File: src/rtl/turnstile_fare_controller.sv
// Turnstile fare controller.
// Collects coin credit until the fare is reached, then unlocks the gate for one
// passage. Overpayment, cancellation and unlock timeout are returned through a
// one-cycle refund pulse. Every output is registered.
//
// Build option: define TURNSTILE_PASS_COUNTER_EN to build the passage counter.
// If the macro is not defined, o_Pass_Count is tied to zero and the port list
// stays the same.
module turnstile_fare_controller #(
    parameter int FARE           = 4,
    parameter int TIMEOUT_CYCLES = 1000
) (
    input  logic        i_Clk,
    input  logic        i_Rst_L,
    input  logic        i_Coin_Valid,
    input  logic [3:0]  i_Coin_Value,
    input  logic        i_Push,
    input  logic        i_Cancel,
    output logic        o_Locked,
    output logic [7:0]  o_Credit,
    output logic        o_Coin_Reject,
    output logic        o_Refund_Valid,
    output logic [7:0]  o_Refund_Value,
    output logic [15:0] o_Pass_Count
);

    localparam int              TMR_W      = $clog2(TIMEOUT_CYCLES);
    localparam logic [TMR_W-1:0] TIMER_LAST = TMR_W'(TIMEOUT_CYCLES - 1);
    localparam logic [8:0]      FARE_SUM   = 9'(FARE);

    typedef enum logic [1:0] {
        IDLE     = 2'd0,
        COLLECT  = 2'd1,
        UNLOCKED = 2'd2,
        REFUND   = 2'd3
    } state_t;

    state_t           state, state_nxt;
    logic [7:0]       change, change_nxt;
    logic [TMR_W-1:0] timer, timer_nxt;
    logic [7:0]       credit_nxt;
    logic             locked_nxt;
    logic             reject_nxt;
    logic             refund_valid_nxt;
    logic [7:0]       refund_value_nxt;
    logic             coin_live;
    logic [8:0]       coin_sum;
`ifdef TURNSTILE_PASS_COUNTER_EN
    logic             pass_inc;
`endif

    // The credit register can hold at most 255, so a larger total is clamped.
    function automatic logic [7:0] sat8(input logic [8:0] v);
        return v[8] ? 8'hFF : v[7:0];
    endfunction

    // A coin of value zero does nothing and is not rejected.
    assign coin_live = i_Coin_Valid && (i_Coin_Value != 4'd0);
    assign coin_sum  = {1'b0, o_Credit} + {5'd0, i_Coin_Value};

    // State register
    always_ff @(posedge i_Clk or negedge i_Rst_L) begin
        if (!i_Rst_L) state <= IDLE;
        else          state <= state_nxt;
    end

    // Credit, change, timer and the registered outputs
    always_ff @(posedge i_Clk or negedge i_Rst_L) begin
        if (!i_Rst_L) begin
            o_Locked       <= 1'b1;
            o_Credit       <= 8'd0;
            change         <= 8'd0;
            timer          <= '0;
            o_Coin_Reject  <= 1'b0;
            o_Refund_Valid <= 1'b0;
            o_Refund_Value <= 8'd0;
        end else begin
            o_Locked       <= locked_nxt;
            o_Credit       <= credit_nxt;
            change         <= change_nxt;
            timer          <= timer_nxt;
            o_Coin_Reject  <= reject_nxt;
            o_Refund_Valid <= refund_valid_nxt;
            o_Refund_Value <= refund_value_nxt;
        end
    end

    // Next-state and next-output logic
    always_comb begin
        state_nxt        = state;
        credit_nxt       = o_Credit;
        change_nxt       = change;
        timer_nxt        = timer;
        reject_nxt       = 1'b0;
        refund_valid_nxt = 1'b0;
        refund_value_nxt = 8'd0;
`ifdef TURNSTILE_PASS_COUNTER_EN
        pass_inc         = 1'b0;
`endif
        case (state)
            IDLE, COLLECT: begin
                if ((state == COLLECT) && i_Cancel) begin
                    // A cancel takes priority over a coin in the same cycle.
                    // That coin is returned and the refund is the credit held
                    // before this cycle.
                    state_nxt        = REFUND;
                    refund_valid_nxt = 1'b1;
                    refund_value_nxt = o_Credit;
                    credit_nxt       = 8'd0;
                    change_nxt       = 8'd0;
                    reject_nxt       = coin_live;
                end else if (coin_live) begin
                    if (coin_sum < FARE_SUM) begin
                        state_nxt  = COLLECT;
                        credit_nxt = coin_sum[7:0];
                    end else begin
                        state_nxt  = UNLOCKED;
                        credit_nxt = sat8(coin_sum);
                        change_nxt = sat8(coin_sum - FARE_SUM);
                        timer_nxt  = '0;
                    end
                end
            end
            UNLOCKED: begin
                reject_nxt = coin_live;
                timer_nxt  = timer + 1'b1;
                if (i_Push) begin
                    // A push takes priority over a timeout in the same cycle.
                    // Leaving this state right away means a held push counts once.
`ifdef TURNSTILE_PASS_COUNTER_EN
                    pass_inc   = 1'b1;
`endif
                    credit_nxt = 8'd0;
                    change_nxt = 8'd0;
                    timer_nxt  = '0;
                    if (change != 8'd0) begin
                        state_nxt        = REFUND;
                        refund_valid_nxt = 1'b1;
                        refund_value_nxt = change;
                    end else begin
                        state_nxt = IDLE;
                    end
                end else if (timer == TIMER_LAST) begin
                    state_nxt        = REFUND;
                    refund_valid_nxt = 1'b1;
                    refund_value_nxt = o_Credit;
                    credit_nxt       = 8'd0;
                    change_nxt       = 8'd0;
                    timer_nxt        = '0;
                end
            end
            REFUND: begin
                reject_nxt = coin_live;
                state_nxt  = IDLE;
                credit_nxt = 8'd0;
                change_nxt = 8'd0;
            end
            default: begin
                state_nxt = IDLE;
            end
        endcase
        locked_nxt = (state_nxt != UNLOCKED);
    end

`ifdef TURNSTILE_PASS_COUNTER_EN
    // Passage counter; it wraps from 65535 to 0
    always_ff @(posedge i_Clk or negedge i_Rst_L) begin
        if (!i_Rst_L)      o_Pass_Count <= 16'd0;
        else if (pass_inc) o_Pass_Count <= o_Pass_Count + 16'd1;
    end
`else
    assign o_Pass_Count = 16'd0;
`endif

endmodule

File: config.mk
export PLATFORM = sky130hd
export DESIGN_NAME = turnstile_fare_controller
export DESIGN_NICKNAME = d
export VERILOG_FILES = /design/src/rtl/turnstile_fare_controller.sv
export SDC_FILE = /design/constraint.sdc
export NUM_CORES = 1
export LEC_CHECK = 0
export CAP_MARGIN = 20
export CORE_MARGIN = 4
export CORE_UTILIZATION = 40
export DETAILED_ROUTE_END_ITERATION = 12
export SLEW_MARGIN = 20
export SYNTH_ARGS = -nofsm -noshare
export SYNTH_HDL_FRONTEND = slang
export SYNTH_SLANG_ARGS = --single-unit
File: constraint.sdc
create_clock -name i_Clk -period 7 [get_ports i_Clk]
set_input_delay 1.4 -clock i_Clk [delete_from_list [all_inputs] [get_ports i_Clk]]
set_output_delay 1.4 -clock i_Clk [all_outputs]
set_load 0.05 [all_outputs]
Word-level counts from Yosys, hierarchy flattened
Cells that the tools add are included.
{"block": "op_classes", "addsub": 3, "mul": 0, "div_mod_pow": 0, "order_cmp": 1, "n_eq_ne": 11, "shifts": 0, "n_mux": 37, "bitwise_logic": 0, "n_reduce_logical": 11}
{"op": "2-to-1 mux 8 bit", "n": 14}
{"op": "2-to-1 mux 10 bit", "n": 5}
{"op": "case mux 8 bit (3 select lines)", "n": 2}
{"op": "case mux 10 bit (2 select lines)", "n": 1}
{"op": "case mux 8 bit (2 select lines)", "n": 1}
{"op": "2-to-1 mux 2 bit", "n": 6}
{"op": "adder 10 x 1 -> 10 bit (second input constant)", "n": 1}
{"op": "== test 10 bit (second input constant)", "n": 1}
{"op": "adder 8 x 4 -> 9 bit", "n": 1}
{"op": "< comparator 9 x 3 -> 1 bit (second input constant)", "n": 1}
{"op": "inequality test 3 bit (second input constant)", "n": 3}
{"op": "subtractor 9 x 3 -> 9 bit (second input constant)", "n": 1}
{"op": "inequality test 2 bit (second input constant)", "n": 4}
{"op": "nonzero test 8 bit", "n": 1}
{"op": "case mux 2 bit (3 select lines)", "n": 1}
{"op": "2-to-1 mux 1 bit", "n": 5}
{"op": "== test 2 bit (second input constant)", "n": 2}
{"op": "case mux 1 bit (2 select lines)", "n": 2}
{"op": "AND reduction 4 bit", "n": 1}
{"op": "nonzero test 4 bit", "n": 1}
{"op": "OR reduction 2 bit", "n": 2}
{"op": "AND reduction 3 bit", "n": 1}
{"op": "== test 2 x 1 -> 1 bit (second input constant)", "n": 1}
{"op": "logical AND 1 bit", "n": 2}
{"op": "other kinds (3)", "n": 3}
{"block": "totals", "regBits": 39, "latchBits": 0, "ramBits": 0, "romBits": 0, "in_bits": 9, "out_inout_bits": 35, "elab_cells": 71, "n_memories": 0}

Longest topological paths before layout
Gate-level depths: netlist of the first run.
{"block": "depth", "ltp_word": 7, "ltp_mapped": 13, "ltp_nobuf": 12}

Worst setup path after synthesis of the first run
Ideal clock, no wire load.
{"block": "synth_timing", "kind": "in2reg", "start": "in i_Coin_Value[0]", "end": "reg timer[2]", "setup_time_ps": 126, "arrival_time_ps": 3749, "t_required_ps": 6874, "path_slack_ps": 3125, "stages": 10, "path_buffers": 1, "path_cell_list": "ha_1 fa_1 a211o_2 and2_4 and3_2 nor2_2 o31a_1 buf_4 nor2_4 a221o_1"}
{"block": "synth_between", "elab_chain_len": 4, "elab_cells_between_ends": 7, "classes_between": "add/sub: 1; order compare: 1; eq/ne: 2; reduce/logical: 3"}
{"element": "start: declaration", "line": "16", "source": "input logic [3:0] i_Coin_Value,"}
{"element": "adder 8 x 4 -> 9 bit / nonzero test 4 bit (equally long branches)", "line": "59, 58"}
{"element": "< comparator 9 x 3 -> 1 bit / logical AND 1 bit (equally long branches)", "line": "113, 58"}
{"element": "inequality test 2 bit (no line)"}
{"element": "AND reduction 4 bit (no line) (*)"}
{"element": "end signal: assignment", "line": "81", "source": "timer <= timer_nxt;"}
{"element": "end: declaration", "line": "40", "source": "logic [TMR_W-1:0] timer, timer_nxt;"}
Every way passes the cells marked *; elsewhere a longest branch is shown, timed or not.
A chain may end at the register's enable or synchronous reset.

Worst setup path after layout of the first run
Same ends and word-level chain as after synthesis.

==> qor.txt, run 1 <==
cell depth of the worst hold path -> 2
Max Fanout on Critical Path -> 10
# Post-CTS Setup Buffers -> 0
Storage cell area -> 977.2 um^2
RSZ-0062 raised after global routing -> false
CTS H-tree lvls -> 2
Synth top area share -> 0.3938
Critical Path RT -> 7.18 ns
clock sinks -> 39
synthesized area -> 2415 um^2
Filler Cells Inserted -> 582
synth cell count leaders -> dfrtp_1 (38), nand2_1 (26), o21ai_0 (20)
sequential fraction of the synthesis area -> 0.4047
ANT cells -> 0
internal power -> 0.0005908 W
DRT antenna net count -> 0
antenna violations before repair -> 0
R2R setup slack -> 3.83 ns
Flop pwr share -> 0.292
port bufs -> 27
die height -> 85.70 um
row cnt -> 28
top-count cell post-synth -> dfrtp_1
total CTS buffers -> 5
setup violators final -> 0
Sw Share -> 0.4738
setup TNS -> 0 ns
Clk pwr share -> 0.138
Routed Wire Length -> 5.352 mm
top cell family by delay on the critical path -> compound AO/OA/AOI/OAI gates
Power Density -> 404.4 nW/um^2
DIE WIDTH -> 85.70 um
Max Fclk -> 232.4 MHz
Total GRT Usage -> 0.1538
HP Start -> change[4]
worst vdd ir -> 0.1506 mV
layout cell share with drive strength beyond 1 -> 0.1084
Hold Vio Cnt, Final -> 0
area of the multi-input gates -> 1300 um^2
yosys warns -> 0
FF-to-FF Start -> o_Credit[0]
Yosys top cell by area -> dfrtp_1
Yosys reg bits -> 39
Crit path buffers/inverters -> 1
CTS tree -> yes
initial drt markers -> 90
slowest CP cell -> fa_1
Post-CTS Resized -> 0
largest net degree at the start of global routing -> 40
Final Skew -> 0.007988 ns
Area contributors post-synth -> dfrtp_1 (39%), buf_4 (5.9%), a22o_1 (4.7%)
router iterations before antenna repair -> 4
Startpoint Class -> input pin
crit path DAT -> 4.48 ns
via density per instance -> 5.346
initial cell density of the core -> 0.4103
post-synth cell types -> 60
clk buf depth -> 2
R2R Path End -> timer[2]
worst r2r path cells -> 9
Logic pwr share -> 0.571
cell leakage power -> 1.242 nW
I/O pin count -> 44
Hold EP -> change[4]
CP peak stage delay -> 0.47 ns
post-synthesis async set-or-reset flop share -> 1.000
Nets -> 301
crit path kind -> input pin to flop
Syn Inst Count -> 258
ordered list of cells on the worst path -> clkdlybuf4s50_1 > ha_1 > fa_1 > a211o_2 > and2_4 > and3_2 > nor2_2 > o31a_1 > nor2_4 > a221o_1
Psw -> 0.0005321 W
Routed WL per cell -> 14.83 um
routability congestion estimate -> 0.8998
# hold bufs at CTS -> 0
via count -> 1,930
Least-Margin Pin Slew -> 0.8583 ns
fin util -> 0.4717
clock slew at reported path FFs -> 0.08 ns
Layout area overhead -> 14.97%
period utilization -> 0.6146
root buf cell -> clkbuf_8
Final HPWL DP -> 4.112 mm
total grt overflow -> 0
# DRC -> 0
Pins Over Slew Limit -> 0
average size of a mapped cell -> 9.360 um^2
Synth Flop Type -> dfrtp_1
Hold WC Path Type -> flop to flop
EDFF count, synth -> 0
Clk Latency, worst-skew pair -> 0.29 ns
status -> finished, final reports clean
vias in the first global route -> 1,799
maxcap violations -> 0
Die ar. -> 7344 um^2
final worst path period need -> 4.303 ns
Max-slew headroom -> 0.4278
Critical Path End Type -> flop
Placeable Area -> 5886 um^2
first-pass GRT wire length -> 9.011 mm
==> kinds of logic after synthesis <==
logic type,share of synthesized area
multiplexers,0.01347
other,0.001553
AO/OA/AOI/OAI,0.2523
flip-flops,0.4047
XOR/XNOR,0.01451
adder cells (fa/ha/maj),0.03938
buffers and inverters,0.08238
AND/OR/NAND/NOR,0.1917
==> how the worst max path moves through the flow <==
stage,from,to,slack (ns),depth (start not counted)
after detailed placement,i_Coin_Value[0],timer[2],2.39,10
after floorplan,i_Coin_Value[0],timer[2],3.13,10
final,i_Coin_Value[0],timer[2],2.70,10
after global routing,i_Coin_Value[0],timer[2],2.58,10
after CTS,i_Coin_Value[0],timer[2],2.71,10
after global placement,i_Coin_Value[0],timer[2],2.44,10
==> layout by cell type (no fill, tap or decap), types with 7 or more instances in the layout <==
cell and n:
dfrtp_1 38, nand2_1 26, clkdlybuf4s50_1 26, o21ai_0 20, a21oi_1 18, conb_1 16, nor2_1 14, a22o_1 13
nand3_1 10, nand2b_1 8, inv_1 7, and3_1 7
==> per-stage QoR <==
stage                     setup WS, ns  hold WS [ns]  cells  power (W)  instance area [um^2]
final                            2.698        0.5102    361   0.001123                  2776
after global routing             2.582        0.5274    361   0.001208                  2776
after CTS                        2.709        0.5127    361   0.001131                  2776
after detailed placement         2.389        0.4958    353  0.0009711                  2685
after global placement           2.443        0.4929    352  0.0009654                  2674
after floorplan                  3.125        0.4601    273  0.0008174                  2471
==> flip-flops by register name, indices dropped and copies added (netlist names) <==
register	count
o_Locked	1
state	2
o_Credit	8
o_Coin_Reject	1
change	8
o_Refund_Value	8
timer	10
o_Refund_Valid	1
==> cell type report <==
class	count	area share
multi-input cells	202	0.4682
flip-flops and latches	39	0.3520
repair buffers	29	0.1023
well taps	75	0.03380
clock buffers	7	0.03110
inverters	8	0.01082
clock inverters	1	0.001803
==> metal layers <==
metal	global-route usage	routed length, um	vias up
li1	-	-	967
met1	0.2238	2635	912
met2	0.2309	2375	45
met3	0.03266	272	6
met4	0.04317	68	0
met5	0	0	-
==> tightest hold or removal path, delay by kind of cell, from the launching register on <==
family | cells | cell delay [ns]
flip-flops | 1 | 0.36
AO/OA/AOI/OAI | 1 | 0.06
AND/OR/NAND/NOR | 1 | 0.05
==> power groups by stage <==
stage | sequential, W | clock (W) | combinational (W)
3_5_place_dp | 0.000333 | 0 | 0.000639
6_report | 0.000328 | 0.000154 | 0.000641
3_3_place_gp | 0.000332 | 0 | 0.000633
4_1_cts | 0.000328 | 0.000161 | 0.000641
5_1_grt | 0.000336 | 0.000169 | 0.000703
2_1_floorplan | 0.000408 | 0 | 0.000409
Power figures use the tool's default switching activity.
==> run 2: changes to the inputs <==
Clock period 7 ns to 4.3 ns, I/O delays scaled along.
==> run 2 against run 1 <==
  * Non-clock buffer count increased by 2
  * Global-route usage decreased by 0.35 points
  * Cell area increased by 1.4%
  * Combinational power increased by 62%
  * Sequential power increased by 63%
  * Cell count increased by 0.55%
  * Hold slack improved by 0.0072 ns
  * First-iteration DRC count increased by 20%
  * Register-to-register slack got worse by 2.5 ns
  * Total power increased by 69%
  * Sequential share of layout area decreased by 0.47 points
  * Critical path type unchanged
==> qor.txt, run 2 (synthesized netlist as in run 1, its figures left out) <==
placed insts -> 355 (+0.57%)
CTS H-tree lvls -> 2 (unchanged)
Max Fanout on Critical Path -> 8 (-2)
initial drt markers -> 108 (+20%)
Routed Wire Length -> 5.273 mm (-1.5%)
Final HPWL DP -> 4.018 mm (-2.3%)
final instance area -> 2814 um^2 (+1.4%)
Layout area overhead -> 16.53%
commonest non-fill, non-tap cell in the layout -> dfrtp_1
GR peak layer -> met1
Nets -> 303 (+0.66%)
Max Fclk -> 277.6 MHz
# hold bufs at CTS -> 0 (unchanged)
port bufs -> 27 (unchanged)
total CTS buffers -> 5 (unchanged)
Least-Margin Pin Slew -> 0.8583 ns (+0.000007331 ns)
max reg flops -> 10 (unchanged)
# Post-CTS Setup Buffers -> 0 (unchanged)
GR Layer Usage met2 -> 0.2218 (-0.009181)
most frequent cells in the layout -> dfrtp_1 (38), nand2_1 (26), clkdlybuf4s50_1 (26)
Power Density -> 672.8 nW/um^2 (+66%)
Critical Path RT -> 4.51 ns (-2.67 ns)
Routed WL per cell -> 14.53 um (-2.0%)
clock sinks -> 39 (unchanged)
Hold Vio Cnt, Final -> 0 (unchanged)
Placed Area -> 2696 um^2 (+0.42%)
Filler Cells Inserted -> 570 (-2.1%)
met1 Track Usage GR -> 0.2225 (-0.001345)
via count -> 1,910 (-1.0%)
period utilization -> 0.8379
clk buf depth -> 2 (unchanged)
clock slew at reported path FFs -> 0.07 ns (about the same)
Hold WC Path Type -> flop to flop
Clk Latency, worst-skew pair -> 0.29 ns (about the same)
Pins Over Slew Limit -> 0 (unchanged)
Total GRT Usage -> 0.1503 (-0.003466)
Final Skew -> 0.01221 ns (+0.004218 ns)
total grt overflow -> 0 (unchanged)
vias in the first global route -> 1,827 (+1.6%)
Sw Share -> 0.4600 (-0.01384)
Post-CTS Resized -> 0 (unchanged)
final worst path period need -> 3.603 ns
largest net degree at the start of global routing -> 40 (unchanged)
fin util -> 0.4781 (+0.006378)
I/O pin count -> 44 (unchanged)
layout cell share with drive strength beyond 1 -> 0.1181 (+0.009664)
setup violators final -> 0 (unchanged)
root buf cell -> clkbuf_8
internal power -> 0.001022 W (+73%)
Critical Path End Type -> flop
DIE WIDTH -> 85.70 um (unchanged)
Psw -> 0.0008708 W (+64%)
maxcap violations -> 0 (unchanged)
CTS tree -> yes
crit path DAT -> 3.81 ns (-0.67 ns)
Max-slew headroom -> 0.4278 (about the same)
Flop pwr share -> 0.283 (-0.009)
worst vdd ir -> 0.2887 mV (+92%)
router iterations before antenna repair -> 4 (unchanged)
DRT antenna net count -> 0 (unchanged)
setup TNS -> 0 ns (unchanged)
worst-case hold slack -> 0.5174 ns (+0.007222 ns)
Logic pwr share -> 0.551 (-0.020)
first-pass GRT wire length -> 8.901 mm (-1.2%)
routability congestion estimate -> 0.8566 (-4.8%)
# DRC -> 0 (unchanged)
cell leakage power -> 1.265 nW (+1.8%)
antenna violations before repair -> 0 (unchanged)
initial cell density of the core -> 0.4103 (unchanged)
Final Instance Count excl. Fillers -> 363 (+0.55%)
row cnt -> 28 (unchanged)
crit path kind -> input pin to flop
Die ar. -> 7344 um^2 (unchanged)
via density per instance -> 5.262 (-1.6%)
Clk pwr share -> 0.166 (+0.028)
Top reg by flops -> timer
Placeable Area -> 5886 um^2 (unchanged)
Startpoint Class -> input pin
ANT cells -> 0 (unchanged)
die height -> 85.70 um (unchanged)
status -> finished, final reports clean
met3 global-route usage -> 0.03746 (+0.004803)
RSZ-0062 raised after global routing -> false
run 2: changes by cell type in the layout (fill, tap and decap cells not counted), sizes merged:
cell,delta
buf,+2
bufinv,+1
clkbuf,-1
run 2: cell type report:
type,count,area (um^2),area share
clock buffer,6,82.58,0.02935
clock inverter,2,35.03,0.01245
inverter,8,30.03,0.01067
multi-input combinational,202,1300,0.4620
sequential,39,977.2,0.3473
tap,75,93.84,0.03335
timing repair buffer,31,295.3,0.1049
run 2: metrics by stage:
| stage | worst slack, ns | total power (W) |
|---|---|---|
| after floorplan | 0.9651 | 0.001331 |
| after global placement | 0.4052 | 0.001582 |
| after detailed placement | 0.4418 | 0.001580 |
| after CTS | 0.7306 | 0.001899 |
| after global routing | 0.5258 | 0.002052 |
| final | 0.6972 | 0.001893 |
run 2: worst paths after layout:
path / depth (start not counted) / slack [ns] / to / from
max: 11 / 0.70 / change[7] / i_Coin_Value[0]
max reg2reg: 8 / 1.30 / timer[2] / o_Credit[2]
min in group asynchronous: 1 / 0.68 / change[6] / i_Rst_L
max in group asynchronous: 1 / 3.08 / o_Credit[6] / i_Rst_L
min reg2reg: 2 / 0.52 / change[1] / change[1]
min: 2 / 0.52 / change[1] / change[1]
run 2: critical path: stages:
cell and delay, ns:
clkdlybuf4s50_1 0.43, ha_1 0.26, fa_1 0.48, a211o_2 0.40
a211oi_1 0.20, mux2_2 0.21, nor2_2 0.04, buf_4 0.15
o41ai_4 0.55, nand2_1 0.13, o21ai_0 0.09
run 2: per-layer routing:
metal / wire length (um) / vias up
li1: - / 966
met1: 2671 / 883
met2: 2227 / 57
met3: 339 / 4
met4: 34 / 0
met5: 0 / -
run 2: power by group through the flow:
stage	clock network, W	registers [W]	logic (W)
after floorplan	0	0.000664	0.000666
after detailed placement	0	0.000541	0.00104
final	0.000314	0.000535	0.00104
after CTS	0.000322	0.000534	0.00104
after global placement	0	0.000541	0.00104
after global routing	0.000342	0.000551	0.00116
==> run 3: changes to the inputs <==
Clock period 4.3 ns to 3.4 ns, I/O delays scaled along.
==> run 3 against run 2 <==
  * Critical path depth unchanged
  * Sequential power up 27%
  * Wire length up 6.9%
==> qor.txt, run 3 (synthesized netlist as in run 1, its figures left out) <==
status -> finished, final reports clean
most frequent cells in the layout -> dfrtp_1 (38), nand2_1 (26), clkdlybuf4s50_1 (26)
Routed Wire Length -> 5.638 mm (+6.9%)
Post-CTS Resized -> 0 (unchanged)
Startpoint Class -> input pin
Nets -> 318 (+5.0%)
placed insts -> 370 (+4.2%)
initial cell density of the core -> 0.4103 (unchanged)
Placeable Area -> 5886 um^2 (unchanged)
routability congestion estimate -> 0.8832 (+3.1%)
via density per instance -> 5.291 (+0.56%)
Placed Area -> 2809 um^2 (+4.2%)
I/O pin count -> 44 (unchanged)
# Post-CTS Setup Buffers -> 0 (unchanged)
cell leakage power -> 1.343 nW (+6.2%)
clock slew at reported path FFs -> 0.08 ns (about the same)
worst vdd ir -> 0.4127 mV (+43%)
maxcap violations -> 0 (unchanged)
Hold Vio Cnt, Final -> 0 (unchanged)
total power -> 0.002531 W (+34%)
setup violators final -> 0 (unchanged)
Final HPWL DP -> 4.365 mm (+8.6%)
Max Fclk -> 305.1 MHz
max reg flops -> 10 (unchanged)
final worst path period need -> 3.277 ns
initial drt markers -> 100 (-7.4%)
Least-Margin Pin Slew -> 0.8878 ns (+0.02950 ns)
RSZ-0062 raised after global routing -> true
crit path kind -> input pin to flop
die height -> 85.70 um (unchanged)
Pins Over Slew Limit -> 0 (unchanged)
Total GRT Usage -> 0.1619 (+0.01155)
# DRC -> 0 (unchanged)
Max-slew headroom -> 0.4081 (-0.01967)
Hold WC Path Type -> input pin to asynchronous set/reset pin
vias in the first global route -> 1,969 (+7.8%)
total grt overflow -> 0 (unchanged)
root buf cell -> clkbuf_8
DRT antenna net count -> 0 (unchanged)
Power Density -> 861.4 nW/um^2 (+28%)
DIE WIDTH -> 85.70 um (unchanged)
Layout area overhead -> 21.66%
Die ar. -> 7344 um^2 (unchanged)
final instance area -> 2938 um^2 (+4.4%)
commonest non-fill, non-tap cell in the layout -> dfrtp_1
largest net degree at the start of global routing -> 40 (unchanged)
Critical Path RT -> 3.61 ns (-0.90 ns)
via count -> 2,000 (+4.7%)
total CTS buffers -> 5 (unchanged)
crit path DAT -> 3.49 ns (-0.32 ns)
Critical Path End Type -> flop
Final Instance Count excl. Fillers -> 378 (+4.1%)
row cnt -> 28 (unchanged)
layout cell share with drive strength beyond 1 -> 0.1683 (+0.05026)
Clk Latency, worst-skew pair -> 0.29 ns (about the same)
first-pass GRT wire length -> 9.563 mm (+7.4%)
Max Fanout on Critical Path -> 5 (-3)
router iterations before antenna repair -> 4 (unchanged)
CTS tree -> yes
clk buf depth -> 2 (unchanged)
Filler Cells Inserted -> 568 (-0.35%)
antenna violations before repair -> 0 (unchanged)
period utilization -> 0.9639
# hold bufs at CTS -> 0 (unchanged)
Final Skew -> 0.009015 ns (-0.003190 ns)
CTS H-tree lvls -> 2 (unchanged)
port bufs -> 27 (unchanged)
ANT cells -> 0 (unchanged)
clock sinks -> 39 (unchanged)
Routed WL per cell -> 14.92 um (+2.7%)
Top reg by flops -> timer
[run 3: power breakdown]
part | total, W | internal (W) | switching (W)
clock network | 0.000401 | 0.000238 | 0.000163
registers | 0.000680 | 0.000575 | 0.000105
logic | 0.00145 | 0.000580 | 0.000870
total | 0.00253 | 0.00139 | 0.00114
[run 3: metrics by stage]
step	hold slack, ns	setup slack, ns	utilization	setup TNS (ns)
after floorplan	0.3844	0.2451	-	0
after global placement	0.5004	-0.1061	0.4773	-1.363
after detailed placement	0.5023	-0.1574	0.4773	-2.075
after CTS	0.5209	0.1329	0.4972	0
after global routing	0.5444	-0.02148	0.4992	-0.02148
final	0.5129	0.1226	0.4992	0
[run 3: cell type report]
type                            instances  area [um^2]  share of cell area
Clock buffer                            6        82.58             0.02811
Clock inverter                          2        35.03             0.01193
Inverter                                8        30.03             0.01022
Multi-Input combinational cell        202         1311              0.4463
Sequential cell                        39        977.2              0.3326
Tap cell                               75        93.84             0.03194
Timing Repair Buffer                   46        407.9              0.1388
[run 3: path summary, 6_finish.rpt]
| path | from | endpoint | slack, ns | cells past startpoint |
|---|---|---|---|---|
| max | i_Coin_Value[0] | timer[7] | 0.12 | 11 |
| max in group asynchronous | i_Rst_L | o_Credit[6] | 2.33 | 1 |
| min reg2reg | timer[4] | timer[4] | 0.52 | 1 |
| min in group i_Clk | timer[4] | timer[4] | 0.52 | 1 |
| min | i_Rst_L | change[0] | 0.51 | 1 |
| max reg2reg | o_Credit[0] | timer[7] | 0.54 | 10 |
[run 3: layer usage]
layer	wire [um]	vias to the layer above	track usage
met5	0	-	0
met1	2758	956	0.2317
met2	2566	43	0.2472
li1	-	995	-
met4	51	0	0.04892
met3	261	6	0.03266
[run 3: critical path, stage by stage]
cell             delay, ns
clkdlybuf4s50_1       0.43
ha_1                  0.26
fa_1                  0.47
a211o_2               0.40
a211oi_1              0.20
mux2_2                0.20
nor2_2                0.05
buf_4                 0.15
o31ai_4               0.29
nand2_2               0.16
a31oi_1               0.19
